## src/rtl/adc_scan_pkg.sv

```systemverilog
// adc_scan_pkg
//   Shared definitions for the ADC0808/0809 scan scheduler: FSM state
//   encoding, default timing constants and a small sizing helper.
//   No ports; imported with "import adc_scan_pkg::*".
package adc_scan_pkg;

  // Explicit encodings keep state values stable across tool runs.
  typedef enum logic [2:0] {
    ST_IDLE    = 3'd0,
    ST_SETUP   = 3'd1,
    ST_START   = 3'd2,
    ST_WAIT_LO = 3'd3,
    ST_WAIT_HI = 3'd4,
    ST_READ    = 3'd5,
    ST_PACE    = 3'd6
  } scan_state_t;

  localparam int DEF_NCH      = 8;
  localparam int DEF_DW       = 8;
  localparam int DEF_START_W  = 2;
  localparam int DEF_OE_W     = 2;
  localparam int DEF_PACE_CYC = 100;
  localparam int DEF_TO_CYC   = 1024;

  // Sizes the shared START/OE/PACE counter from its largest terminal count.
  function automatic int max3(input int a, input int b, input int c);
    int m;
    m = (a > b) ? a : b;
    return (m > c) ? m : c;
  endfunction

endpackage

```

## src/rtl/adc_scan_if.sv

```systemverilog
// adc_scan_if
//   Pin bundle between the scan scheduler and an ADC0808/0809-class part.
//   Parameters: NCH (channel count, addr width = $clog2(NCH)), DW (data width).
//   Signals:
//     ale      address latch enable (scheduler -> ADC)
//     start    conversion start     (scheduler -> ADC)
//     oe       output enable        (scheduler -> ADC)
//     addr     channel address      (scheduler -> ADC)
//     eoc      end of conversion, already synchronised (ADC -> scheduler)
//     adc_data conversion result bus, valid while oe=1  (ADC -> scheduler)
//   Modports: master = scheduler side, slave = converter side.
import adc_scan_pkg::*;

interface adc_scan_if #(
  parameter int NCH = DEF_NCH,
  parameter int DW  = DEF_DW
);
  logic                   ale;
  logic                   start;
  logic                   oe;
  logic [$clog2(NCH)-1:0] addr;
  logic                   eoc;
  logic [DW-1:0]          adc_data;

  modport master (output ale, start, oe, addr, input eoc, adc_data);
  modport slave  (input ale, start, oe, addr, output eoc, adc_data);
endinterface

```

## src/rtl/adc_next_chan.sv

```systemverilog
// adc_next_chan
//   Combinational round-robin finder. Returns the first set bit of mask
//   strictly after cur, wrapping NCH-1 -> 0. cur itself is examined last,
//   so a lone enabled channel reselects itself.
//   Ports:
//     mask  in  NCH      channel enable mask
//     cur   in  log2NCH  channel most recently converted
//     next  out log2NCH  next channel to convert (cur when none found)
//     found out 1        at least one mask bit is set
import adc_scan_pkg::*;

module adc_next_chan #(
  parameter int NCH = DEF_NCH
) (
  input  logic [NCH-1:0]         mask,
  input  logic [$clog2(NCH)-1:0] cur,
  output logic [$clog2(NCH)-1:0] next,
  output logic                   found
);
  localparam int AW = $clog2(NCH);

  logic [AW-1:0] cand;

  // Scan from the farthest candidate to the nearest; the nearest hit is
  // written last and therefore wins.
  always_comb begin
    next  = cur;
    found = 1'b0;
    cand  = '0;
    for (int i = NCH; i >= 1; i--) begin
      cand = AW'((int'(cur) + i) % NCH);
      if (mask[cand]) begin
        next  = cand;
        found = 1'b1;
      end
    end
  end

endmodule

```

## src/rtl/adc_scan_scheduler.sv

```systemverilog
// adc_scan_scheduler
//   Round-robin scan sequencer for an ADC0808/0809-class converter. For each
//   channel enabled in chan_mask it runs address/ALE, START, EOC wait and OE
//   read, then presents the result as a one-cycle sample_valid strobe.
//   Optional feature macro: ADC_SCAN_TIMEOUT_EN (EOC watchdog of TO_CYC cycles).
//   Ports:
//     clk, reset_n  clock, asynchronous active-low reset
//     enable        level-sensitive scan enable
//     chan_mask     1 = channel included in scan
//     adc           adc_scan_if.master pin bundle (ale/start/oe/addr/eoc/adc_data)
//     sample_valid  1-cycle strobe, sample_chan/sample_data valid
//     sample_chan   channel of last sample or timed-out conversion
//     sample_data   last captured result, held until next capture
//     busy          high in every state except IDLE
//     timeout_err   1-cycle strobe on watchdog expiry (0 without the macro)
module adc_scan_scheduler
  import adc_scan_pkg::*;
#(
  parameter int NCH      = DEF_NCH,
  parameter int DW       = DEF_DW,
  parameter int START_W  = DEF_START_W,
  parameter int OE_W     = DEF_OE_W,
  parameter int PACE_CYC = DEF_PACE_CYC,
  parameter int TO_CYC   = DEF_TO_CYC
) (
  input  logic                   clk,
  input  logic                   reset_n,
  input  logic                   enable,
  input  logic [NCH-1:0]         chan_mask,
  adc_scan_if.master             adc,
  output logic                   sample_valid,
  output logic [$clog2(NCH)-1:0] sample_chan,
  output logic [DW-1:0]          sample_data,
  output logic                   busy,
  output logic                   timeout_err
);
  localparam int AW = $clog2(NCH);
  localparam int CW = $clog2(max3(START_W, OE_W, PACE_CYC) + 1);

  scan_state_t   state_q, state_d;
  logic [CW-1:0] cnt;
  logic [AW-1:0] cur_chan, addr_q, next_chan;
  logic          found;
  logic          cnt_clr, cnt_inc, sel, capture, to_fire;
  logic          wd_expired, pace_done;

  adc_next_chan #(.NCH(NCH)) u_next (
    .mask  (chan_mask),
    .cur   (cur_chan),
    .next  (next_chan),
    .found (found)
  );

  // PACE_CYC = 0 still spends one cycle in PACE.
  assign pace_done = (int'(cnt) + 1 >= PACE_CYC);

  assign adc.ale   = (state_q == ST_SETUP);
  assign adc.start = (state_q == ST_START);
  assign adc.oe    = (state_q == ST_READ);
  assign adc.addr  = addr_q;
  assign busy      = (state_q != ST_IDLE);

  always_ff @(posedge clk or negedge reset_n) begin
    if (!reset_n) state_q <= ST_IDLE;
    else          state_q <= state_d;
  end

  // Next-state decode plus the control strobes for the datapath below.
  always_comb begin
    state_d = state_q;
    cnt_clr = 1'b0;
    cnt_inc = 1'b0;
    sel     = 1'b0;
    capture = 1'b0;
    to_fire = 1'b0;
    case (state_q)
      ST_IDLE: begin
        if (enable && found) begin
          sel     = 1'b1;
          state_d = ST_SETUP;
        end
      end
      ST_SETUP: begin
        cnt_clr = 1'b1;
        state_d = ST_START;
      end
      ST_START: begin
        if (cnt == CW'(START_W - 1)) begin
          cnt_clr = 1'b1;
          state_d = ST_WAIT_LO;
        end else begin
          cnt_inc = 1'b1;
        end
      end
      ST_WAIT_LO: begin
        if (!adc.eoc) begin
          state_d = ST_WAIT_HI;
        end else if (wd_expired) begin
          to_fire = 1'b1;
          cnt_clr = 1'b1;
          state_d = ST_PACE;
        end
      end
      ST_WAIT_HI: begin
        if (adc.eoc) begin
          cnt_clr = 1'b1;
          state_d = ST_READ;
        end else if (wd_expired) begin
          to_fire = 1'b1;
          cnt_clr = 1'b1;
          state_d = ST_PACE;
        end
      end
      ST_READ: begin
        if (cnt == CW'(OE_W - 1)) begin
          capture = 1'b1;
          cnt_clr = 1'b1;
          state_d = ST_PACE;
        end else begin
          cnt_inc = 1'b1;
        end
      end
      ST_PACE: begin
        if (pace_done) begin
          if (enable && found) begin
            sel     = 1'b1;
            state_d = ST_SETUP;
          end else begin
            state_d = ST_IDLE;
          end
        end else begin
          cnt_inc = 1'b1;
        end
      end
      default: state_d = ST_IDLE;
    endcase
  end

  // cur_chan resets to NCH-1 so the first selection lands on channel 0;
  // addr_q is kept separately so addr reads 0 out of reset.
  always_ff @(posedge clk or negedge reset_n) begin
    if (!reset_n) begin
      cnt          <= '0;
      cur_chan     <= AW'(NCH - 1);
      addr_q       <= '0;
      sample_valid <= 1'b0;
      sample_chan  <= '0;
      sample_data  <= '0;
    end else begin
      sample_valid <= capture;
      if (cnt_clr)      cnt <= '0;
      else if (cnt_inc) cnt <= cnt + 1'b1;
      if (sel) begin
        cur_chan <= next_chan;
        addr_q   <= next_chan;
      end
      if (capture) begin
        sample_data <= adc.adc_data;
        sample_chan <= cur_chan;
      end else if (to_fire) begin
        sample_chan <= cur_chan;
      end
    end
  end

`ifdef ADC_SCAN_TIMEOUT_EN
  localparam int WW = $clog2(TO_CYC + 1);
  logic [WW-1:0] wd;

  // Counts every cycle spent waiting on EOC; zero on entry to WAIT_LO.
  always_ff @(posedge clk or negedge reset_n) begin
    if (!reset_n) begin
      wd          <= '0;
      timeout_err <= 1'b0;
    end else begin
      timeout_err <= to_fire;
      if (state_q == ST_WAIT_LO || state_q == ST_WAIT_HI) wd <= wd + 1'b1;
      else                                                wd <= '0;
    end
  end

  assign wd_expired = (wd == WW'(TO_CYC - 1));
`else
  localparam int unused_to_cyc = TO_CYC;
  assign wd_expired  = 1'b0;
  assign timeout_err = 1'b0;
`endif

endmodule

```

## src/flat_wrapper.sv

```systemverilog
// flat-port wrapper written by rule: the top's interface ports become plain ports
module adc_scan_scheduler_flat import adc_scan_pkg::*;
#(
  parameter int NCH      = DEF_NCH,
  parameter int DW       = DEF_DW,
  parameter int START_W  = DEF_START_W,
  parameter int OE_W     = DEF_OE_W,
  parameter int PACE_CYC = DEF_PACE_CYC,
  parameter int TO_CYC   = DEF_TO_CYC
)
  (clk, reset_n, enable, chan_mask, sample_valid, sample_chan, sample_data, busy, timeout_err, adc_ale, adc_start, adc_oe, adc_addr, adc_eoc, adc_adc_data);
  adc_scan_if #(.NCH(NCH), .DW(DW)) adc_i ();
  input  logic clk;
  input  logic reset_n;
  input  logic enable;
  input  logic [NCH-1:0] chan_mask;
  output logic sample_valid;
  output logic [$clog2(NCH)-1:0] sample_chan;
  output logic [DW-1:0] sample_data;
  output logic busy;
  output logic timeout_err;
  output wire logic [$bits(adc_i.ale)-1:0] adc_ale;
  output wire logic [$bits(adc_i.start)-1:0] adc_start;
  output wire logic [$bits(adc_i.oe)-1:0] adc_oe;
  output wire logic [$bits(adc_i.addr)-1:0] adc_addr;
  input wire logic [$bits(adc_i.eoc)-1:0] adc_eoc;
  input wire logic [$bits(adc_i.adc_data)-1:0] adc_adc_data;
  assign adc_ale = adc_i.ale;
  assign adc_start = adc_i.start;
  assign adc_oe = adc_i.oe;
  assign adc_addr = adc_i.addr;
  assign adc_i.eoc = adc_eoc;
  assign adc_i.adc_data = adc_adc_data;
  adc_scan_scheduler #(.NCH(NCH), .DW(DW), .START_W(START_W), .OE_W(OE_W), .PACE_CYC(PACE_CYC), .TO_CYC(TO_CYC)) u_core (.clk(clk), .reset_n(reset_n), .enable(enable), .chan_mask(chan_mask), .adc(adc_i), .sample_valid(sample_valid), .sample_chan(sample_chan), .sample_data(sample_data), .busy(busy), .timeout_err(timeout_err));
endmodule
```

## config.mk

```make
export PLATFORM = sky130hd
export DESIGN_NAME = adc_scan_scheduler_flat
export DESIGN_NICKNAME = d
export VERILOG_FILES = /design/src/rtl/adc_scan_pkg.sv /design/src/rtl/adc_scan_if.sv /design/src/rtl/adc_next_chan.sv /design/src/rtl/adc_scan_scheduler.sv /design/src/flat_wrapper.sv
export SDC_FILE = /design/constraint.sdc
export NUM_CORES = 1
export LEC_CHECK = 0
export CAP_MARGIN = 10
export CELL_PAD_IN_SITES_DETAIL_PLACEMENT = 0
export CELL_PAD_IN_SITES_GLOBAL_PLACEMENT = 1
export CORE_ASPECT_RATIO = 1.75
export CORE_UTILIZATION = 41
export DETAILED_ROUTE_END_ITERATION = 8
export PLACE_DENSITY = 0.81
export REMOVE_ABC_BUFFERS = 1
export SETUP_SLACK_MARGIN = 0.3
export SLEW_MARGIN = 0
export SYNTH_ARGS = -nofsm -noshare
export SYNTH_HDL_FRONTEND = slang
export SYNTH_SLANG_ARGS = --single-unit
```

## constraint.sdc

```tcl
create_clock -name clk -period 3.74 [get_ports clk]
set_input_delay 0.561 -clock clk [delete_from_list [all_inputs] [get_ports clk]]
set_output_delay 0.561 -clock clk [all_outputs]
set_load 0.02 [all_outputs]
```

### After elaboration in Yosys (flattened, before gate mapping)

Index checks and enable logic that the tools add are counted.
W data, S select, Z words.

| cells by class | value |
|---|---|
| $add $sub $neg | 10 |
| magnitude comparators | 9 |
| eq/ne operators | 13 |
| multiplexer cells | 53 |
| reduce and logical (&&, ||, !) cells | 6 |

Operator list:

| cell | number |
|---|---|
| $mux W3 | 15 |
| $ge A32 B8 Y1 const B | 1 |
| $lt A3 B4 Y1 const B | 8 |
| $bmux W1 S3 | 8 |
| $mux W1 | 24 |
| $pmux W3 S7 | 1 |
| $mux W7 | 2 |
| $add A3 B3 Y3 const B | 4 |
| $eq A3 B3 Y1 const B | 3 |
| $add A7 B1 Y8 const B | 1 |
| $ne A2 B1 Y1 const B | 4 |
| $add A7 B1 Y7 const B | 1 |
| $eq A7 B1 Y1 const B | 1 |
| $add A3 B1 Y3 const B | 2 |
| $add A3 B2 Y3 const B | 2 |
| $eq A3 B2 Y1 const B | 2 |
| $reduce_and A6 Y1 | 1 |
| $ne A2 B2 Y1 const B | 2 |
| $pmux W1 S2 | 2 |
| $eq A3 B1 Y1 const B | 1 |
| $logic_not A3 Y1 | 1 |
| $pmux W1 S3 | 1 |
| $reduce_bool A3 Y1 | 1 |
| $reduce_bool A2 Y1 | 1 |
| 2 further kinds | 2 |

| storage, ports and cells | value |
|---|---|
| register bits | 28 |
| input port bits | 20 |
| output and inout port bits | 20 |
| logic and storage cells | 98 |

### Logic depth before layout (Yosys ltp)

Gate-level depths: netlist (run 1).

| logic depth | value |
|---|---|
| word-level depth | 15 |
| gate-level depth with buffers | 12 |
| depth with buffers taken out | 8 |

### Cells and area by module

Synthesis (run 1) repeated with hierarchy kept, for this count alone.

| unflattened totals | value |
|---|---|
| cells, all modules | 220 |
| area total of the unflattened synthesis | 2199.6 sq um |

By module, submodules not included:

| module | instances | cells each | area each (sq um) | sequential area each (sq um) |
|---|---|---|---|---|
| adc_scan_scheduler | 1 | 142 | 1500.2 | 704.4 |
| adc_next_chan | 1 | 78 | 699.4 | 0.0 |

### Least setup slack after synthesis (run 1)

Ideal clock, no wire load.

| timing path | value |
|---|---|
| path type | flip-flop to flip-flop |
| from | register u_core.cur_chan[1] |
| to | register u_core.addr_q[0] (netlist: u_core.adc.addr[0]) |
| setup time | 92 ps |
| arrival time | 2831 ps |
| data required time | 3648 ps |
| slack | 818 ps |
| cell stages (with the launch flop) | 13 |
| buffers on the path | 4 |
| clock period less this slack | 2922 ps |
| cell sequence | dfstp_2 -> buf_2 -> buf_2 -> inv_1 -> ha_1 -> buf_6 -> buf_12 -> mux2i_1 -> mux4_2 -> a31oi_2 -> o2111ai_2 -> and3_1 -> o31ai_2 |

| between the ends | value |
|---|---|
| longest elaborated chain between the ends | 15 |
| elaborated cells between the ends (all ways) | 44 |
| those cells by class | add/sub: 8; mux: 35; reduce/logical: 1 |

RTL lines:

| what | line | text |
|---|---|---|
| start: declaration | adc_scan_scheduler.sv:42 | `logic [AW-1:0] cur_chan, addr_q, next_chan;` |
| start signal: assignment | adc_scan_scheduler.sv:144 | `cur_chan <= AW'(NCH - 1);` |
| start signal: assignment | adc_scan_scheduler.sv:154 | `cur_chan <= next_chan;` |
| $add A3 B1 Y3 | adc_next_chan.sv:31 | `cand = AW'((int'(cur) + i) % NCH);` |
| $bmux W1 S3 | adc_next_chan.sv:32 | `if (mask[cand]) begin` |
| $mux W1 (not written as such) | adc_next_chan.sv:32 |  |
| $mux W1 (8 in a row) | adc_next_chan.sv:32 |  |
| $logic_and A1 B1 Y1 | adc_scan_scheduler.sv:78, adc_scan_scheduler.sv:125 |  |
| $mux W1 | adc_scan_scheduler.sv:78, adc_scan_scheduler.sv:125 |  |
| $mux W1 | adc_scan_scheduler.sv:124 | `if (pace_done) begin` |
| $pmux W1 S2 | adc_scan_scheduler.sv:76 | `case (state_q)` |
| end signal: assignment | adc_scan_scheduler.sv:155 | `addr_q <= next_chan;` |
| end: declaration | adc_scan_scheduler.sv:42 |  |

Several ways; a longest one is shown, not always the timed one. The select of a mux whose other input is x is not followed.
A chain may end at the register's enable or synchronous reset.

### Worst setup path after layout (run 1)

| timing path | value |
|---|---|
| from | register u_core.cur_chan[0] |
| to | register u_core.addr_q[1] (netlist: u_core.adc.addr[1]) |

Same word-level chain as after synthesis.

==> results of run 1 <==
[worst min path at each step]
stage / end / slack [ps] / depth (start not counted)
finish: u_core.sample_data[5] / 480 / 2
global route: u_core.sample_data[3] / 520 / 2
CTS: u_core.sample_data[5] / 490 / 2
detailed placement: u_core.sample_data[5] / 460 / 2
global placement: u_core.sample_data[5] / 460 / 2
floorplan: u_core.adc.addr[0] / 270 / 0
[final cells by class]
cell class                 count  area share
clock buffer                   3      0.0147
clock inverter                 1      0.0107
inverter                      12      0.0160
multi-input combinational    205       0.532
sequential                    28       0.250
tap                           76      0.0338
timing repair buffer          41       0.143
[flip-flops by register name (all words and copies together) (netlist names)]
register and cells:
u_core.sample_data 8, u_core.cnt 7, u_core.adc.addr 3, u_core.cur_chan 3, u_core.sample_chan 3, u_core.state_q 3
u_core.sample_valid 1
[power groups by stage]
stage	clock network (mW)	registers, mW	logic [mW]
2_1_floorplan	0	0.689	1.12
3_3_place_gp	0	0.584	1.73
3_5_place_dp	0	0.588	1.75
4_1_cts	0.242	0.582	1.75
5_1_grt	0.257	0.610	1.92
6_report	0.239	0.582	1.75
[worst max-delay path, cell delays in order, from the launching register on]
cell and delay [ps]:
dfstp_2 550, inv_2 90, ha_1 650, mux4_2 660
o41ai_2 440, or2_2 240, or2_4 160, a22oi_1 80
[cell families (layout without fill, tap and decap cells)]
family | Yosys count | in the layout
flip-flops | 28 | 28
buffers and inverters | 31 | 57
other | 1 | 1
adder cells (fa/ha/maj) | 4 | 4
AND/OR/NAND/NOR | 99 | 99
multiplexers | 22 | 22
AO/OA/AOI/OAI | 73 | 73
XOR/XNOR | 6 | 6
[layout by cell type, fill, tap and decap left out, types with 3 or more instances in the layout]
| master | count |
|---|---|
| a32oi_1 | 3 |
| buf_4 | 3 |
| nand3_1 | 8 |
| nor2_1 | 8 |
| mux2i_1 | 9 |
| or3_1 | 3 |
| mux4_2 | 8 |
| xnor2_1 | 3 |
| nand2_1 | 43 |
| a21oi_1 | 9 |
| inv_1 | 10 |
| ha_1 | 4 |
| clkbuf_8 | 3 |
| o21ai_0 | 13 |
| nor3_1 | 8 |
| and2_1 | 3 |
| dfrtp_1 | 25 |
| a211oi_1 | 5 |
| and3_1 | 4 |
| dfstp_2 | 3 |
| o211ai_1 | 5 |
| clkdlybuf4s50_1 | 38 |
| o22ai_1 | 4 |
| xor2_1 | 3 |
| a31oi_1 | 6 |
| or2_2 | 3 |
| nor2b_1 | 6 |
| o2bb2ai_1 | 4 |
[metal layers]
metal | global-route usage | up-vias | wire, um
li1 | - | 1029 | -
met1 | 0.225 | 1013 | 2190
met2 | 0.416 | 79 | 3350
met3 | 0.0163 | 17 | 214
met4 | 0.122 | 0 | 275
met5 | 0 | - | 0
==> summary.txt, run 1 <==
Result of the run - finished clean
Compound-Gate Fraction of Synth Area - 0.228
Element type at the critical path start - flip-flop
IR drop worst, VDD - 474 uV
Share of layout cells above drive strength 1 - 0.124
Static power due to leakage - 1.15 nW
Final Slew Violations - 0
Power Internal - 1.36 mW
Adder-cell area share of the yosys netlist - 0.0211
Number of vias per cell after detailed routing - 5.84
Initial core utilization - 0.425
Layout filler cell count - 567
Net Switching - 1.20 mW
Final Util - 0.504
Final hold viol count - 0
Xor/xnor share of the synthesized area - 0.0221
Post-CTS Repair Setup Buffers - 0
Number of cells traversed by the worst register-to-register path - 7
Post-Place Cell Area - 2750 um^2
Post-layout total power - 2.57 mW
Synth Flop Type - dfrtp_1
Min setup slack post-route - 736 ps
Routability congestion estimate from global placement - 0.971
Relative max-transition margin - 0.631
Worst-Skew Late Latency - 270 ps
Top-count cell post-synth - nand2_1
First-pass GRT wire length - 9980 um
Post-Synthesis Mean Instance Area - 8.99 um^2
Worst slack, placed - 743 ps
Aggregate negative setup slack - 0 ps
Post-synthesis cell area - 2370 um^2
WL final - 6030 um
Fraction of registers with async set/reset - 1.00
Count of buffers from port buffering - 38
Number of violations of the max-capacitance limit - 0
Die Area - 6110 um^2
Seq/Total Area, Yosys - 0.297
Power per cell area - 911 nW/um^2
Clock-pin slew of the registers on the worst-case setup and hold paths - 100 ps
Placed instance count - 362
Transition time at the pin with the least slew margin - 553 ps
Netlist cell types - 70
Unrepaired setup endpoints after global routing - no
Hold slack - 484 ps
Worst path arrival time - 3150 ps
Peak fanout along the critical path - 15
DRC violations left - 0
Quantity of hold-fixing buffers added after cts - 0
Path class of the lowest-slack min-delay path - reg2reg
Area share of the largest cell type after synthesis - 0.264
Upper clock frequency limit - 333 MHz
Post-synthesis mux area share - 0.150
Placed wire-length estimate - 4670 um
Type of destination of the critical path - flip-flop
Detailed router's first-iteration violation count - 107
GRT Residual Overflow - 0
Startpoint of the worst hold path - u_core.sample_data[5]
Combinational family with the most area after synthesis - compound AO/OA/AOI/OAI gates
Area of the multi-input gates - 1500 um^2
Core region area - 5590 um^2
First-pass iteration count of the detailed router - 4
Post-synthesis register bit count - 28
Internal reg-to-reg setup slack - 740 ps
Combinational share of power - 0.680
Number of global-route vias before repair - 2098
Final setup viols - 0
Worst setup path startpoint - u_core.cur_chan[0]
Total global-route track usage - 0.217
Quantity of gates resized following cts - 0
Die X - 59.5 um
Cells taking the most area after synthesis - dfrtp_1 26%, mux4_2 7.6%, nand2_1 6.8%
Synth area leader - dfrtp_1
Data required time at the worst endpoint - 3890 ps
Net switching share of the total power - 0.469
Fraction of the mapped netlist area in simple logic gates - 0.209
Number of top-level pins - 40
Flip-flop and latch area - 704 um^2
Crit Path Category - reg2reg
Clock Power Share - 0.093
Row Count - 36
Part of the total power dissipated in sequential elements - 0.227
CTS tree - yes
Vias - 2138
Worst r2r src - u_core.cur_chan[0]
Largest net degree at the start of global routing - 29
Number of warnings issued by yosys - 0
Maximum clock skew at final layout - 4.35 ps
Drt wl/cell - 16.5 um
Final Net Count - 315
Worst R2R End - u_core.adc.addr[1]
Shortest period the worst path allows - 3000 ps
Worst Setup EP - u_core.adc.addr[1]
Number of CTS-inserted buffers - 3
Synthesized instance count - 264
DRT antenna net count - 0
EDFF count, synth - 0
Die extent in y - 103 um
Area growth syn-to-layout - 18.7%
Antenna violations before repair - 0
Post-route design area - 2820 um^2
Maximum buffer depth of the clock tree - 2
Diode count - 0
Count of non-filler cells in the finished layout - 366
Clock tree sinks - 28
Root Buffer - clkbuf_8
Most common library cells after synthesis - 43 x nand2_1, 25 x dfrtp_1, 13 x o21ai_0, 10 x inv_1
Share of the clock period used by the worst path after layout - 0.803
Total number of H-tree levels - 1
No activity file was read; power rests on OpenSTA's default activity.
==> run 2, diff against run 1 <==
- CORE_UTILIZATION: 41 -> 37
- PLACE_DENSITY: 0.81 -> 0.77
- clock period: 3.74 -> 2.6 ns (I/O delays scaled with it)
==> run 2 against run 1 <==
Effect of this change: combinational power grew 89%; sequential power grew 43%; hold slack got worse by 2.5 ps; cell count increased by 10%; die area rose by 11%; design area is 15% higher; clock power rose by 45%; via count is 6.7% higher; flip-flop and latch count is the same; fmax grew 18%; critical path type unchanged; critical endpoint unchanged.
==> summary.txt, run 2 (synthesis results as in run 1) <==
Result of the run - finished clean
First-pass iteration count of the detailed router - 4 (unchanged)
Number of violations of the max-capacitance limit - 0 (unchanged)
Number of global-route vias before repair - 2268 (+8.1%)
Detailed router's first-iteration violation count - 88 (-18%)
Drt wl/cell - 16.2 um (-1.8%)
Worst setup path startpoint - u_core.cur_chan[0]
First-pass GRT wire length - 10700 um (+7.1%)
Number of vias per cell after detailed routing - 5.65 (-3.3%)
Share of layout cells above drive strength 1 - 0.269 (+0.144)
Die X - 62.5 um (+5.1%)
Peak fanout along the critical path - 4 (-11)
Antenna violations before repair - 0 (unchanged)
Layout filler cell count - 589 (+3.9%)
Worst r2r src - u_core.cur_chan[0]
Total number of H-tree levels - 1 (unchanged)
Path class of the lowest-slack min-delay path - reg2reg
Root Buffer - clkbuf_8
Share of the clock period used by the worst path after layout - 0.983 (+0.180)
Core region area - 6180 um^2 (+11%)
Maximum buffer depth of the clock tree - 2 (unchanged)
Placed instance count - 392 (+8.3%)
Startpoint of the worst hold path - u_core.sample_data[0]
Element type at the critical path start - flip-flop
Diode count - 0 (unchanged)
IR drop worst, VDD - 737 uV (+56%)
Power per cell area - 1390 nW/um^2 (+52%)
Worst path arrival time - 2750 ps (-400 ps)
CTS tree - yes
Flip-flop count of the largest register after layout - 8 (unchanged)
Type of destination of the critical path - flip-flop
Row Count - 38 (+5.6%)
Crit Path Category - reg2reg
Die extent in y - 108 um (+5.2%)
GRT Residual Overflow - 0 (unchanged)
Post-Place Cell Area - 2950 um^2 (+7.3%)
Worst-Skew Late Latency - 280 ps (about the same)
Post-route design area - 3230 um^2 (+15%)
Routability congestion estimate from global placement - 0.933 (-3.9%)
Relative max-transition margin - 0.658 (+0.0271)
Die Area - 6750 um^2 (+11%)
Min setup slack post-route - 44.1 ps (-692 ps)
Count of buffers from port buffering - 38 (unchanged)
DRT antenna net count - 0 (unchanged)
DRC violations left - 0 (unchanged)
Largest net degree at the start of global routing - 29 (unchanged)
Commonest non-fill, non-tap cell in the layout - nand2_1
Upper clock frequency limit - 391 MHz (+18%)
Transition time at the pin with the least slew margin - 510 ps (-43.0 ps)
Most frequent cells in the layout - 42 x nand2_1, 37 x clkdlybuf4s50_1, 34 x buf_4
Area growth syn-to-layout - 36.0%
Unrepaired setup endpoints after global routing - yes
Final hold viol count - 0 (unchanged)
Data required time at the worst endpoint - 2790 ps (-1100 ps)
Vias - 2282 (+6.7%)
Peak per-stage delay on the critical path - 560 ps (-100 ps)
Shortest period the worst path allows - 2560 ps (-448 ps)
Final setup viols - 0 (unchanged)
Final Slew Violations - 0 (unchanged)
Placed wire-length estimate - 4890 um (+4.7%)
CP dominant cell by count - buf_4
Number of CTS-inserted buffers - 3 (unchanged)
Worst slack, placed - -45.6 ps (-789 ps)
Total global-route track usage - 0.200 (-0.0173)
Clock tree sinks - 28 (unchanged)
Static power due to leakage - 1.35 nW (+18%)
Final Net Count - 349 (+11%)
WL final - 6540 um (+8.4%)
Final Util - 0.522 (+0.0178)
Count of non-filler cells in the finished layout - 404 (+10%)
Register with the most flip-flops - u_core.sample_data
Initial core utilization - 0.384 (-0.0409)
Aggregate negative setup slack - 0 ps (unchanged)
Clock-pin slew of the registers on the worst-case setup and hold paths - 100 ps (about the same)
Maximum clock skew at final layout - 7.79 ps (+3.43 ps)
Critical path cell sequence - inv_2 -> ha_4 -> mux4_2 -> buf_4 -> mux2i_4 -> buf_4 -> nor2_1 -> a31oi_1 -> nor3_2 -> a22oi_1
Cell at the slowest stage of the critical path - dfstp_2
Number of top-level pins - 40 (unchanged)
Top flop regs - u_core.sample_data: 8 flops, u_core.cnt: 7 flops
==> run 2: cell count changes in the layout (fill, tap and decap cells not counted), sizes merged <==
cell / delta
dlymetal6s2s: +1
buf: +34
clkdlybuf4s50: -1
==> run 2: layout make-up <==
cell class / count / area, um^2 / area share
Clock inverter: 1 / 30.0 / 0.00931
Clock buffer: 3 / 41.3 / 0.0128
Timing Repair Buffer: 75 / 676 / 0.209
Multi-Input combinational cell: 205 / 1630 / 0.504
Inverter: 12 / 45.0 / 0.0140
Tap cell: 80 / 100 / 0.0310
Sequential cell: 28 / 708 / 0.219
==> run 2: metrics by stage <==
step                      hold slack, ps  power [mW]
after global placement               458        3.59
after CTS                            489        4.31
after floorplan                     94.4        2.60
after detailed placement             464        3.62
final                                481        4.48
after global routing                 517        4.78
==> run 2: report_power, final <==
| part | total, mW | leakage (nW) | internal [mW] | switching [mW] |
|---|---|---|---|---|
| clock | 0.346 | 0.0357 | 0.206 | 0.140 |
| combinational | 3.30 | 0.971 | 1.63 | 1.68 |
| sequential | 0.831 | 0.342 | 0.629 | 0.203 |
==> run 2: critical path: cells and delay by family (launching register included) <==
kind            cells  cell delay (ps)
fa+ha+maj           1              300
buf+inv             3              390
flops               1              560
simple gates        2              120
compound gates      2              370
mux                 2              720
==> run 2: what timing repair did <==
action	in CTS	in global routing
setup endpoints to repair	14	14
pin swaps	7	5
hold buffers	0	0
buffers inserted	6	2
gates resized for setup	18	12
==> run 2: path summary, 6_finish.rpt <==
path,end,slack (ps),depth (start not counted)
max reg2reg,u_core.adc.addr[1],40,10
min reg2reg,u_core.sample_data[0],480,2
min in group asynchronous,u_core.adc.addr[2],490,2
min,u_core.sample_data[0],480,2
max in group asynchronous,u_core.cur_chan[1],1800,2
max,u_core.adc.addr[1],40,10
==> run 2: layer usage <==
metal / part of all wire / global-route usage / vias up
met2: 0.57 / 0.405 / 68
li1: - / - / 1098
met5: 0 / 0 / -
met3: 0.021 / 0.0105 / 18
met4: 0.044 / 0.0963 / 0
met1: 0.36 / 0.203 / 1098
==> run 3, diff against run 2 <==
- CORE_ASPECT_RATIO: 1.75 -> 1.4
==> run 3 against run 2 <==
Effect of this change: cell count is 1.7% lower; register-to-register slack hardly changed; core utilization is 1.3 points higher; setup slack worse by 5.7 ps; critical endpoint unchanged; sequential share of layout area is 0.60 points lower; via count is 0.96% higher; routed wire length is 1.6% lower; die area is 0.12% lower; fmax is 0.22% lower; global-route usage is 1.2 points lower; critical path depth is 1 lower; largest power group unchanged; sequential power is 1% lower.
==> summary.txt, run 3 (synthesis results as in run 1) <==
Result of the run - finished clean
Net switching share of the total power - 0.444 (-0.00656)
Share of layout cells above drive strength 1 - 0.317 (+0.0484)
Number of violations of the max-capacitance limit - 0 (unchanged)
Type of destination of the critical path - flip-flop
Maximum buffer depth of the clock tree - 2 (unchanged)
Initial core utilization - 0.382 (-0.00186)
Met3 track demand over resource in global routing - 0.0135 (+0.00299)
Upper clock frequency limit - 390 MHz (-0.22%)
Row Count - 34 (-11%)
Element type at the critical path start - flip-flop
Final Slew Violations - 0 (unchanged)
Commonest non-fill, non-tap cell in the layout - nand2_1
Total number of H-tree levels - 1 (unchanged)
Flip-flop count of the largest register after layout - 8 (unchanged)
Top flop regs - u_core.sample_data: 8 flops, u_core.cnt: 7 flops
Register with the most flip-flops - u_core.sample_data
Area growth syn-to-layout - 40.0%
Routability congestion estimate from global placement - 0.839 (-10%)
DRC violations left - 0 (unchanged)
Net Switching - 2.15 mW (+6.5%)
Path class of the lowest-slack min-delay path - in2async
Met2 Resource Use GR - 0.359 (-0.0461)
DRT antenna net count - 0 (unchanged)
Total global-route track usage - 0.188 (-0.0124)
Met1 GRT Util - 0.204 (+0.000800)
Power per cell area - 1460 nW/um^2 (+4.9%)
Relative max-transition margin - 0.655 (-0.00335)
Static power due to leakage - 1.37 nW (+1.9%)
Share of the clock period used by the worst path after layout - 0.985 (+0.00220)
Clock-pin slew of the registers on the worst-case setup and hold paths - 100 ps (about the same)
GRT Residual Overflow - 0 (unchanged)
Die extent in y - 96.8 um (-10%)
Worst R2R End - u_core.adc.addr[1]
Post-layout total power - 4.84 mW (+8.1%)
Aggregate negative setup slack - 0 ps (unchanged)
Peak fanout along the critical path - 4 (unchanged)
CTS tree - yes
Root Buffer - clkbuf_8
Clock tree sinks - 28 (unchanged)
Transition time at the pin with the least slew margin - 518 ps (+7.40 ps)
Final Net Count - 350 (+0.29%)
Number of cells traversed by the worst register-to-register path - 9 (-1)
Drt wl/cell - 16.2 um (+0.11%)
Number of top-level pins - 40 (unchanged)
Number of CTS-inserted buffers - 3 (unchanged)
Final hold viol count - 0 (unchanged)
Maximum clock skew at final layout - 6.26 ps (-1.52 ps)
First-pass GRT wire length - 10400 um (-2.5%)
Unrepaired setup endpoints after global routing - yes
Layer with the highest usage after global routing - met2
Count of buffers from port buffering - 38 (unchanged)
Core region area - 6210 um^2 (+0.49%)
Largest net degree at the start of global routing - 29 (unchanged)
IR drop worst, VDD - 723 uV (-1.8%)
Combinational share of power - 0.759 (+0.022)
First-pass iteration count of the detailed router - 4 (unchanged)
Part of the total power dissipated in sequential elements - 0.170 (-0.016)
Number of global-route vias before repair - 2265 (-0.13%)
Shortest period the worst path allows - 2560 ps (+5.71 ps)
Number of vias per cell after detailed routing - 5.80 (+2.7%)
Placed wire-length estimate - 4660 um (-4.7%)
Clock Power Share - 0.071 (-0.006)
Internal reg-to-reg setup slack - 40 ps (about the same)
Detailed router's first-iteration violation count - 181 (+110%)
Diode count - 0 (unchanged)
Worst r2r src - u_core.cur_chan[0]
Antenna violations before repair - 0 (unchanged)
Power Internal - 2.69 mW (+9.4%)
Worst path arrival time - 2710 ps (-40 ps)
Worst-Skew Late Latency - 280 ps (about the same)
Worst Setup EP - u_core.adc.addr[1]
Data required time at the worst endpoint - 2750 ps (-40 ps)
Vias - 2304 (+0.96%)
Worst setup path startpoint - u_core.cur_chan[0]
Die Area - 6740 um^2 (-0.12%)
Die X - 69.7 um (+11%)
Most frequent cells in the layout - 41 x nand2_1, 37 x clkdlybuf4s50_1, 27 x buf_4
WL final - 6430 um (-1.6%)
Final setup viols - 0 (unchanged)
Crit Path Category - reg2reg
## run 3: cell count changes in the layout (fill, tap and decap cells not counted), sizes merged
cell | before | now
buf | 37 | 38
## run 3: critical path, cell delays in order, from the launching register on
cell     delay [ps]
dfstp_2         570
inv_2            50
ha_4            300
mux4_2          560
buf_6           160
mux2i_4         210
buf_6           150
a31oi_4          80
nor3_2          240
a22oi_1         100
## run 3: power groups by stage
stage / Clock (mW) / Sequential (mW) / Combinational (mW)
2_1_floorplan: 0 / 0.991 / 1.61
6_report: 0.344 / 0.823 / 3.68
5_1_grt: 0.370 / 0.852 / 3.93
4_1_cts: 0.354 / 0.819 / 3.34
3_5_place_dp: 0 / 0.815 / 2.82
3_3_place_gp: 0 / 0.813 / 2.80
## run 3: through the flow
step / worst slack [ps] / cells / utilization / area (um^2) / hold WS [ps]
after global placement: -36.5 / 381 / 0.469 / 2910 / 457
after global routing: -33.5 / 397 / 0.535 / 3320 / 509
final: 38.4 / 397 / 0.535 / 3320 / 481
after floorplan: -407 / 245 / - / 2250 / 94.4
after CTS: 99.8 / 391 / 0.514 / 3190 / 491
after detailed placement: -103 / 381 / 0.469 / 2910 / 467
## run 3: final cells by class
cell class,instances,area [um^2]
tap,72,90.1
fill,595,2890
clock buffer,3,41.3
clock inverter,1,30.0
timing repair buffer,76,717
multi-input combinational,205,1690
sequential,28,709
inverter,12,45.0
## run 3: worst min-delay path by stage
| stage | start | to | slack, ps |
|---|---|---|---|
| global placement | u_core.sample_data[6] | u_core.sample_data[6] | 460 |
| global route | reset_n | u_core.sample_data[2] | 510 |
| floorplan | reset_n | u_core.adc.addr[0] | 90 |
| finish | reset_n | u_core.sample_data[2] | 480 |
| CTS | u_core.sample_chan[2] | u_core.sample_chan[2] | 490 |
| detailed placement | u_core.sample_chan[2] | u_core.sample_chan[2] | 470 |
## run 3: repair_timing
action                     CTS  global route
pin swaps                   12            13
gates resized for setup     35            22
setup buffers                6             6
setup endpoints to repair   14            24
hold buffers                 0             0
## run 3: metal layers
metal | vias to the layer above | routed length (um)
met1 | 1124 | 2500
met4 | 0 | 184
met2 | 66 | 3560
met3 | 14 | 184
met5 | - | 0
li1 | 1100 | -
